## src/rtl/writeback_arbiter.sv

```systemverilog
// writeback_arbiter: buffers completed results from N_CH execute channels in
// per-channel FIFOs and retires up to two per cycle, one to the integer
// register file and one to the FP register file, each chosen round-robin.
//
// Ports:
//   clk, rst          clock, synchronous active-high reset
//   flush             synchronous discard of all buffered entries
//   in_valid/in_ready per-channel push handshake (in_ready is combinational)
//   in_rd, in_data, in_is_freg, in_no_write, in_is_jump, in_next_pc
//                     per-channel result fields, packed channel-major
//   reg_w_*           registered integer register-file write port
//   freg_w_*          registered FP register-file write port
//   retire_cnt        registered number of entries retired (0..2)
//   jump_valid/pc     registered PC redirect from a retired INT jump
module writeback_arbiter #(
    parameter int unsigned N_CH  = 3,
    parameter int unsigned DEPTH = 2,
    parameter int unsigned XLEN  = 32
) (
    input  logic                   clk,
    input  logic                   rst,
    input  logic                   flush,
    input  logic [N_CH-1:0]        in_valid,
    output logic [N_CH-1:0]        in_ready,
    input  logic [N_CH*5-1:0]      in_rd,
    input  logic [N_CH*XLEN-1:0]   in_data,
    input  logic [N_CH-1:0]        in_is_freg,
    input  logic [N_CH-1:0]        in_no_write,
    input  logic [N_CH-1:0]        in_is_jump,
    input  logic [N_CH*XLEN-1:0]   in_next_pc,
    output logic                   reg_w_enable,
    output logic [4:0]             reg_w_dest,
    output logic [XLEN-1:0]        reg_w_data,
    output logic                   freg_w_enable,
    output logic [4:0]             freg_w_dest,
    output logic [XLEN-1:0]        freg_w_data,
    output logic [1:0]             retire_cnt,
    output logic                   jump_valid,
    output logic [XLEN-1:0]        jump_pc
);

    localparam int unsigned RW    = 5;
    localparam int unsigned AW    = (DEPTH > 1) ? $clog2(DEPTH) : 1;
    localparam int unsigned PTR_W = AW + 1;
    localparam int unsigned CW    = (N_CH > 1) ? $clog2(N_CH) : 1;

    // Per-channel FIFO storage
    logic [RW-1:0]    r_rd    [N_CH][DEPTH];
    logic [XLEN-1:0]  r_data  [N_CH][DEPTH];
    logic             r_freg  [N_CH][DEPTH];
    logic             r_nowr  [N_CH][DEPTH];
    logic             r_jump  [N_CH][DEPTH];
    logic [XLEN-1:0]  r_npc   [N_CH][DEPTH];

    // Pointers carry one extra wrap bit so full and empty are distinguishable
    logic [PTR_W-1:0] r_wptr  [N_CH];
    logic [PTR_W-1:0] r_rptr  [N_CH];

    logic [CW-1:0]    r_int_ptr;
    logic [CW-1:0]    r_fp_ptr;

    logic [N_CH-1:0]  w_empty;
    logic [N_CH-1:0]  w_full;
    logic [N_CH-1:0]  w_int_req;
    logic [N_CH-1:0]  w_fp_req;
    logic [N_CH-1:0]  w_push;
    logic [N_CH-1:0]  w_pop;
    logic [AW-1:0]    w_ridx  [N_CH];
    logic [AW-1:0]    w_widx  [N_CH];

    logic             w_arb_en;
    logic             w_int_any;
    logic [CW-1:0]    w_int_idx;
    logic             w_fp_any;
    logic [CW-1:0]    w_fp_idx;

    logic [AW-1:0]    w_int_slot;
    logic [AW-1:0]    w_fp_slot;
    logic [RW-1:0]    w_int_rd;
    logic [XLEN-1:0]  w_int_data;
    logic             w_int_nowr;
    logic             w_int_jump;
    logic [XLEN-1:0]  w_int_npc;
    logic [RW-1:0]    w_fp_rd;
    logic [XLEN-1:0]  w_fp_data;
    logic             w_reg_we;
    logic             w_jump;

    // FIFO occupancy and head classification
    always_comb begin : p_fifo_status
        for (int i = 0; i < N_CH; i++) begin
            w_empty[i]   = (r_wptr[i] == r_rptr[i]);
            w_full[i]    = ((r_wptr[i] - r_rptr[i]) == PTR_W'(DEPTH));
            w_ridx[i]    = r_rptr[i][AW-1:0];
            w_widx[i]    = r_wptr[i][AW-1:0];
            w_int_req[i] = !w_empty[i] && !r_freg[i][w_ridx[i]];
            w_fp_req[i]  = !w_empty[i] &&  r_freg[i][w_ridx[i]];
        end
    end

    // Ready reflects pre-pop occupancy only, keeping arbitration off this path
    assign in_ready = ~w_full & {N_CH{!rst && !flush}};
    assign w_push   = in_valid & in_ready;
    assign w_arb_en = !rst && !flush;

    // INT round-robin: first requesting channel starting at r_int_ptr
    always_comb begin : p_int_arb
        int unsigned c;
        logic [CW-1:0] ci;
        c         = 0;
        ci        = '0;
        w_int_any = 1'b0;
        w_int_idx = '0;
        for (int unsigned k = 0; k < N_CH; k++) begin
            c  = (32'(r_int_ptr) + k) % N_CH;
            ci = CW'(c);
            if (w_arb_en && !w_int_any && w_int_req[ci]) begin
                w_int_any = 1'b1;
                w_int_idx = ci;
            end
        end
    end

    // FP round-robin: first requesting channel starting at r_fp_ptr
    always_comb begin : p_fp_arb
        int unsigned c;
        logic [CW-1:0] ci;
        c        = 0;
        ci       = '0;
        w_fp_any = 1'b0;
        w_fp_idx = '0;
        for (int unsigned k = 0; k < N_CH; k++) begin
            c  = (32'(r_fp_ptr) + k) % N_CH;
            ci = CW'(c);
            if (w_arb_en && !w_fp_any && w_fp_req[ci]) begin
                w_fp_any = 1'b1;
                w_fp_idx = ci;
            end
        end
    end

    // A head is INT or FP, never both, so at most one path pops a channel
    always_comb begin : p_pop
        for (int i = 0; i < N_CH; i++) begin
            w_pop[i] = (w_int_any && (w_int_idx == CW'(i))) ||
                       (w_fp_any  && (w_fp_idx  == CW'(i)));
        end
    end

    // Winner head fields
    assign w_int_slot = w_ridx[w_int_idx];
    assign w_fp_slot  = w_ridx[w_fp_idx];
    assign w_int_rd   = r_rd  [w_int_idx][w_int_slot];
    assign w_int_data = r_data[w_int_idx][w_int_slot];
    assign w_int_nowr = r_nowr[w_int_idx][w_int_slot];
    assign w_int_jump = r_jump[w_int_idx][w_int_slot];
    assign w_int_npc  = r_npc [w_int_idx][w_int_slot];
    assign w_fp_rd    = r_rd  [w_fp_idx][w_fp_slot];
    assign w_fp_data  = r_data[w_fp_idx][w_fp_slot];

    // x0 and no_write entries still retire, they just do not write
    assign w_reg_we = w_int_any && !w_int_nowr && (w_int_rd != '0);
    assign w_jump   = w_int_any && w_int_jump;

    // FIFO payload write; storage needs no reset since pointers gate validity
    always_ff @(posedge clk) begin : p_fifo_mem
        for (int i = 0; i < N_CH; i++) begin
            if (w_push[i]) begin
                r_rd  [i][w_widx[i]] <= in_rd     [i*RW   +: RW];
                r_data[i][w_widx[i]] <= in_data   [i*XLEN +: XLEN];
                r_freg[i][w_widx[i]] <= in_is_freg[i];
                r_nowr[i][w_widx[i]] <= in_no_write[i];
                r_jump[i][w_widx[i]] <= in_is_jump[i];
                r_npc [i][w_widx[i]] <= in_next_pc[i*XLEN +: XLEN];
            end
        end
    end

    // FIFO pointers; flush empties every FIFO at the edge
    always_ff @(posedge clk) begin : p_fifo_ptr
        for (int i = 0; i < N_CH; i++) begin
            if (rst || flush) begin
                r_wptr[i] <= '0;
                r_rptr[i] <= '0;
            end else begin
                if (w_push[i]) r_wptr[i] <= r_wptr[i] + 1'b1;
                if (w_pop[i])  r_rptr[i] <= r_rptr[i] + 1'b1;
            end
        end
    end

    // Round-robin pointers survive flush; only reset clears them
    always_ff @(posedge clk) begin : p_rr_ptr
        if (rst) begin
            r_int_ptr <= '0;
            r_fp_ptr  <= '0;
        end else begin
            if (w_int_any)
                r_int_ptr <= (w_int_idx == CW'(N_CH - 1)) ? '0 : w_int_idx + 1'b1;
            if (w_fp_any)
                r_fp_ptr  <= (w_fp_idx  == CW'(N_CH - 1)) ? '0 : w_fp_idx + 1'b1;
        end
    end

    // Registered write ports and control outputs; dest/data/pc hold when idle
    always_ff @(posedge clk) begin : p_outputs
        if (rst) begin
            reg_w_enable  <= 1'b0;
            reg_w_dest    <= '0;
            reg_w_data    <= '0;
            freg_w_enable <= 1'b0;
            freg_w_dest   <= '0;
            freg_w_data   <= '0;
            retire_cnt    <= '0;
            jump_valid    <= 1'b0;
            jump_pc       <= '0;
        end else begin
            reg_w_enable  <= w_reg_we;
            freg_w_enable <= w_fp_any;
            retire_cnt    <= 2'(w_int_any) + 2'(w_fp_any);
            jump_valid    <= w_jump;
            if (w_reg_we) begin
                reg_w_dest <= w_int_rd;
                reg_w_data <= w_int_data;
            end
            if (w_fp_any) begin
                freg_w_dest <= w_fp_rd;
                freg_w_data <= w_fp_data;
            end
            if (w_jump)
                jump_pc <= w_int_npc;
        end
    end

endmodule
```

## config.mk

```make
export PLATFORM = sky130hd
export DESIGN_NAME = writeback_arbiter
export DESIGN_NICKNAME = d
export VERILOG_FILES = /design/src/rtl/writeback_arbiter.sv
export SDC_FILE = /design/constraint.sdc
export NUM_CORES = 1
export LEC_CHECK = 0
export CORE_ASPECT_RATIO = 2
export CORE_MARGIN = 2
export CORE_UTILIZATION = 54
export DETAILED_ROUTE_END_ITERATION = 12
export PLACE_DENSITY = 0.85
export SLEW_MARGIN = 20
export SYNTH_ARGS = -nofsm -noshare
export SYNTH_HDL_FRONTEND = slang
export SYNTH_SLANG_ARGS = --single-unit
```

## constraint.sdc

```tcl
create_clock -name clk -period 7.29 [get_ports clk]
set_clock_uncertainty 0.05 [all_clocks]
set_input_delay 1.0935 -clock clk [delete_from_list [all_inputs] [get_ports clk]]
set_output_delay 1.0935 -clock clk [all_outputs]
set_load 0.05 [all_outputs]
```

==> metrics.txt <==
row cnt=105; #FFs+latches synth=559; global route overflow=0; top-count cell post-synth=edfxtp_1; cells taking the most area after synthesis=edfxtp_1 60%, dfxtp_1 10%, a222oi_1 5.8%, mux2i_1 4.7%, a22o_1 2.9%; async set-reset flop share out of synthesis=0%; Cell variety after synth=68; dpl ws=1.86 ns; Mapped Area=22300 um^2; post-synth top area cell=edfxtp_1; RePlAce Congestion=0.906; Routed WL=65800 um; fmax=189 MHz; worst skew pair latency=0.58 ns; pin count of the biggest net entering global routing=89; Fin. Hold Viols=0; post-cts sizing count=0; DIE WIDTH=148 um; Post-synth top flop=edfxtp_1; unrepaired setup endpoints after global routing=no; H-tree depth=2; post-CTS setup buffer count=0; # IOs=336; critical path fanouts, max=88; VDD IR-drop max=277 uV; kind of end point of the critical path=register; share of layout cells above drive strength 1=7.62%; Arr. time, crit path=5.73 ns; HP Class=reg -> reg; Slew Limit Fails=0; CTS buffer count=45; startpoint types=register; min setup slack post-route=2.00 ns; Syn Inst Count=1557; final period utilization=72.6%; CTS clk-pin slew, worst paths=0.08 ns; Final #Nets=2067; Vias/cell=6.65; initial antenna violation count=4; Synth Net Count=1784; max-slew headroom at the worst pin=26.9%; EDFF count, synth=444; core area=41000 um^2; static leakage=9.63 nW; Port Buffers=335; Initial Util=54.5%; Cell Pwr Density=345 nW/um^2; Total Routing Usage GR=29.9%; clock tree from TritonCTS=yes; die height=292 um; DRT antenna net count=0; Slew @ Worst Pin=1.10 ns; Max clock buf depth=3; critical path class=reg -> reg; outcome=finished, final reports clean; synth cell count leaders=444 x edfxtp_1, 162 x nor2_1, 130 x a222oi_1; final setup fails=0; sequential share of the synthesized area=70.0%; Synth top area share=59.7%; minimum clock period=5.29 ns; WL/cell=27.2 um; initial DRC count=2049; syn avg cell area=14.3 um^2; vias in the first global route=16800; Pre-antenna DRT Iters=10; Ys Warns=0; CTS Hold Bufs=0; HPWL after DPL=40600 um; max_cap viols=0; die area=43100 um^2; via count=16100; first-pass GRT wire length=97000 um; post-route DRC violation count=0; setup TNS=0 ns; Layout area overhead=24.7%; root buf cell=clkbuf_16; WHS=0.410 ns; WP data required=7.72 ns; clock sink count=559
## routing by layer
layer / vias up / global-route usage (%) / wire [um]
met5: - / 0 / 0
met4: 0 / 17.2 / 4040
met3: 270 / 5.44 / 6740
met2: 1198 / 53.6 / 34200
met1: 7760 / 32.7 / 20800
li1: 6846 / - / -
## worst max-delay path: stages, from the launching register on
cell,delay [ns]
edfxtp_1,0.46
xnor2_1,0.40
a21oi_1,0.17
a2111o_1,0.42
mux2_2,0.28
a211o_1,0.38
o22ai_4,0.23
buf_4,0.87
a222oi_1,0.29
mux2i_1,0.35
nor2_1,0.18
o31ai_4,0.10
buf_4,0.65
mux2i_1,0.29
## sequential cells by signal, indices dropped and copies added, names as in the netlist, 30 cells and up
| name | count |
|---|---|
| freg_w_data | 32 |
| jump_pc | 32 |
| r_data | 192 |
| r_npc | 192 |
| r_rd | 30 |
| reg_w_data | 32 |
## path summary, 6_finish.rpt
| path | start | end | slack (ns) | cells past startpoint |
|---|---|---|---|---|
| max | r_wptr[0][1] | reg_w_data[14] | 2.00 | 13 |
| min | reg_w_data[22] | reg_w_data[22] | 0.41 | 2 |
| max reg2reg | r_wptr[0][1] | reg_w_data[14] | 2.00 | 13 |
| min reg2reg | reg_w_data[22] | reg_w_data[22] | 0.41 | 2 |
## layout make-up
cell class	instances	area [um^2]
flip-flops and latches	559	15600
fillers	2817	13100
multi-input cells	844	6200
repair buffers	365	3620
clock buffers	52	1180
well taps	535	669
clock inverters	32	450
inverters	25	93.8
diodes	4	10.0
## kinds of logic after synthesis
| group | count (synthesis) | synth area share [%] |
|---|---|---|
| DFF | 559 | 70.0 |
| and+or+nand+nor | 299 | 5.62 |
| xor gates and xnor gates | 15 | 0.588 |
| adders and majority gates | 5 | 0.280 |
| AOI/OAI and AO/OA | 416 | 15.6 |
| muxes | 109 | 4.94 |
| buffers and inverters | 154 | 2.95 |
## per-stage QoR
step	std cells	util, %	power (W)	instance area [um^2]
3_5_place_dp	2327	63.9	0.00691	26200
3_3_place_gp	2326	63.8	0.00682	26200
5_1_grt	2416	68.0	0.00993	27900
6_report	2416	68.0	0.00961	27900
4_1_cts	2411	67.9	0.00956	27800
2_1_floorplan	1557	-	0.00590	22300
## power by group
group	internal [W]	leakage, nW	switching [W]
logic	0.00107	3.84	0.00199
clock network	0.00154	0.800	0.00114
registers	0.00371	4.99	0.000172
## placed cells by master, fill, tap and decap left out, types with 5 or more instances in the layout
cell	n
dfxtp_1	115
clkdlybuf4s50_1	334
xnor2_1	12
clkbuf_16	45
buf_4	27
clkinv_2	11
nor2_1	155
edfxtp_1	444
a31oi_1	5
nand2b_1	5
inv_1	20
inv_2	5
a22oi_1	10
ha_1	5
nand3_1	40
a211oi_1	77
nand2_1	67
nor2_4	7
a222oi_1	130
nor2b_1	5
a21oi_1	25
o21ai_0	14
bufinv_16	10
o31ai_1	39
a22o_1	75
mux2i_1	104
Power figures use the tool's default switching activity.
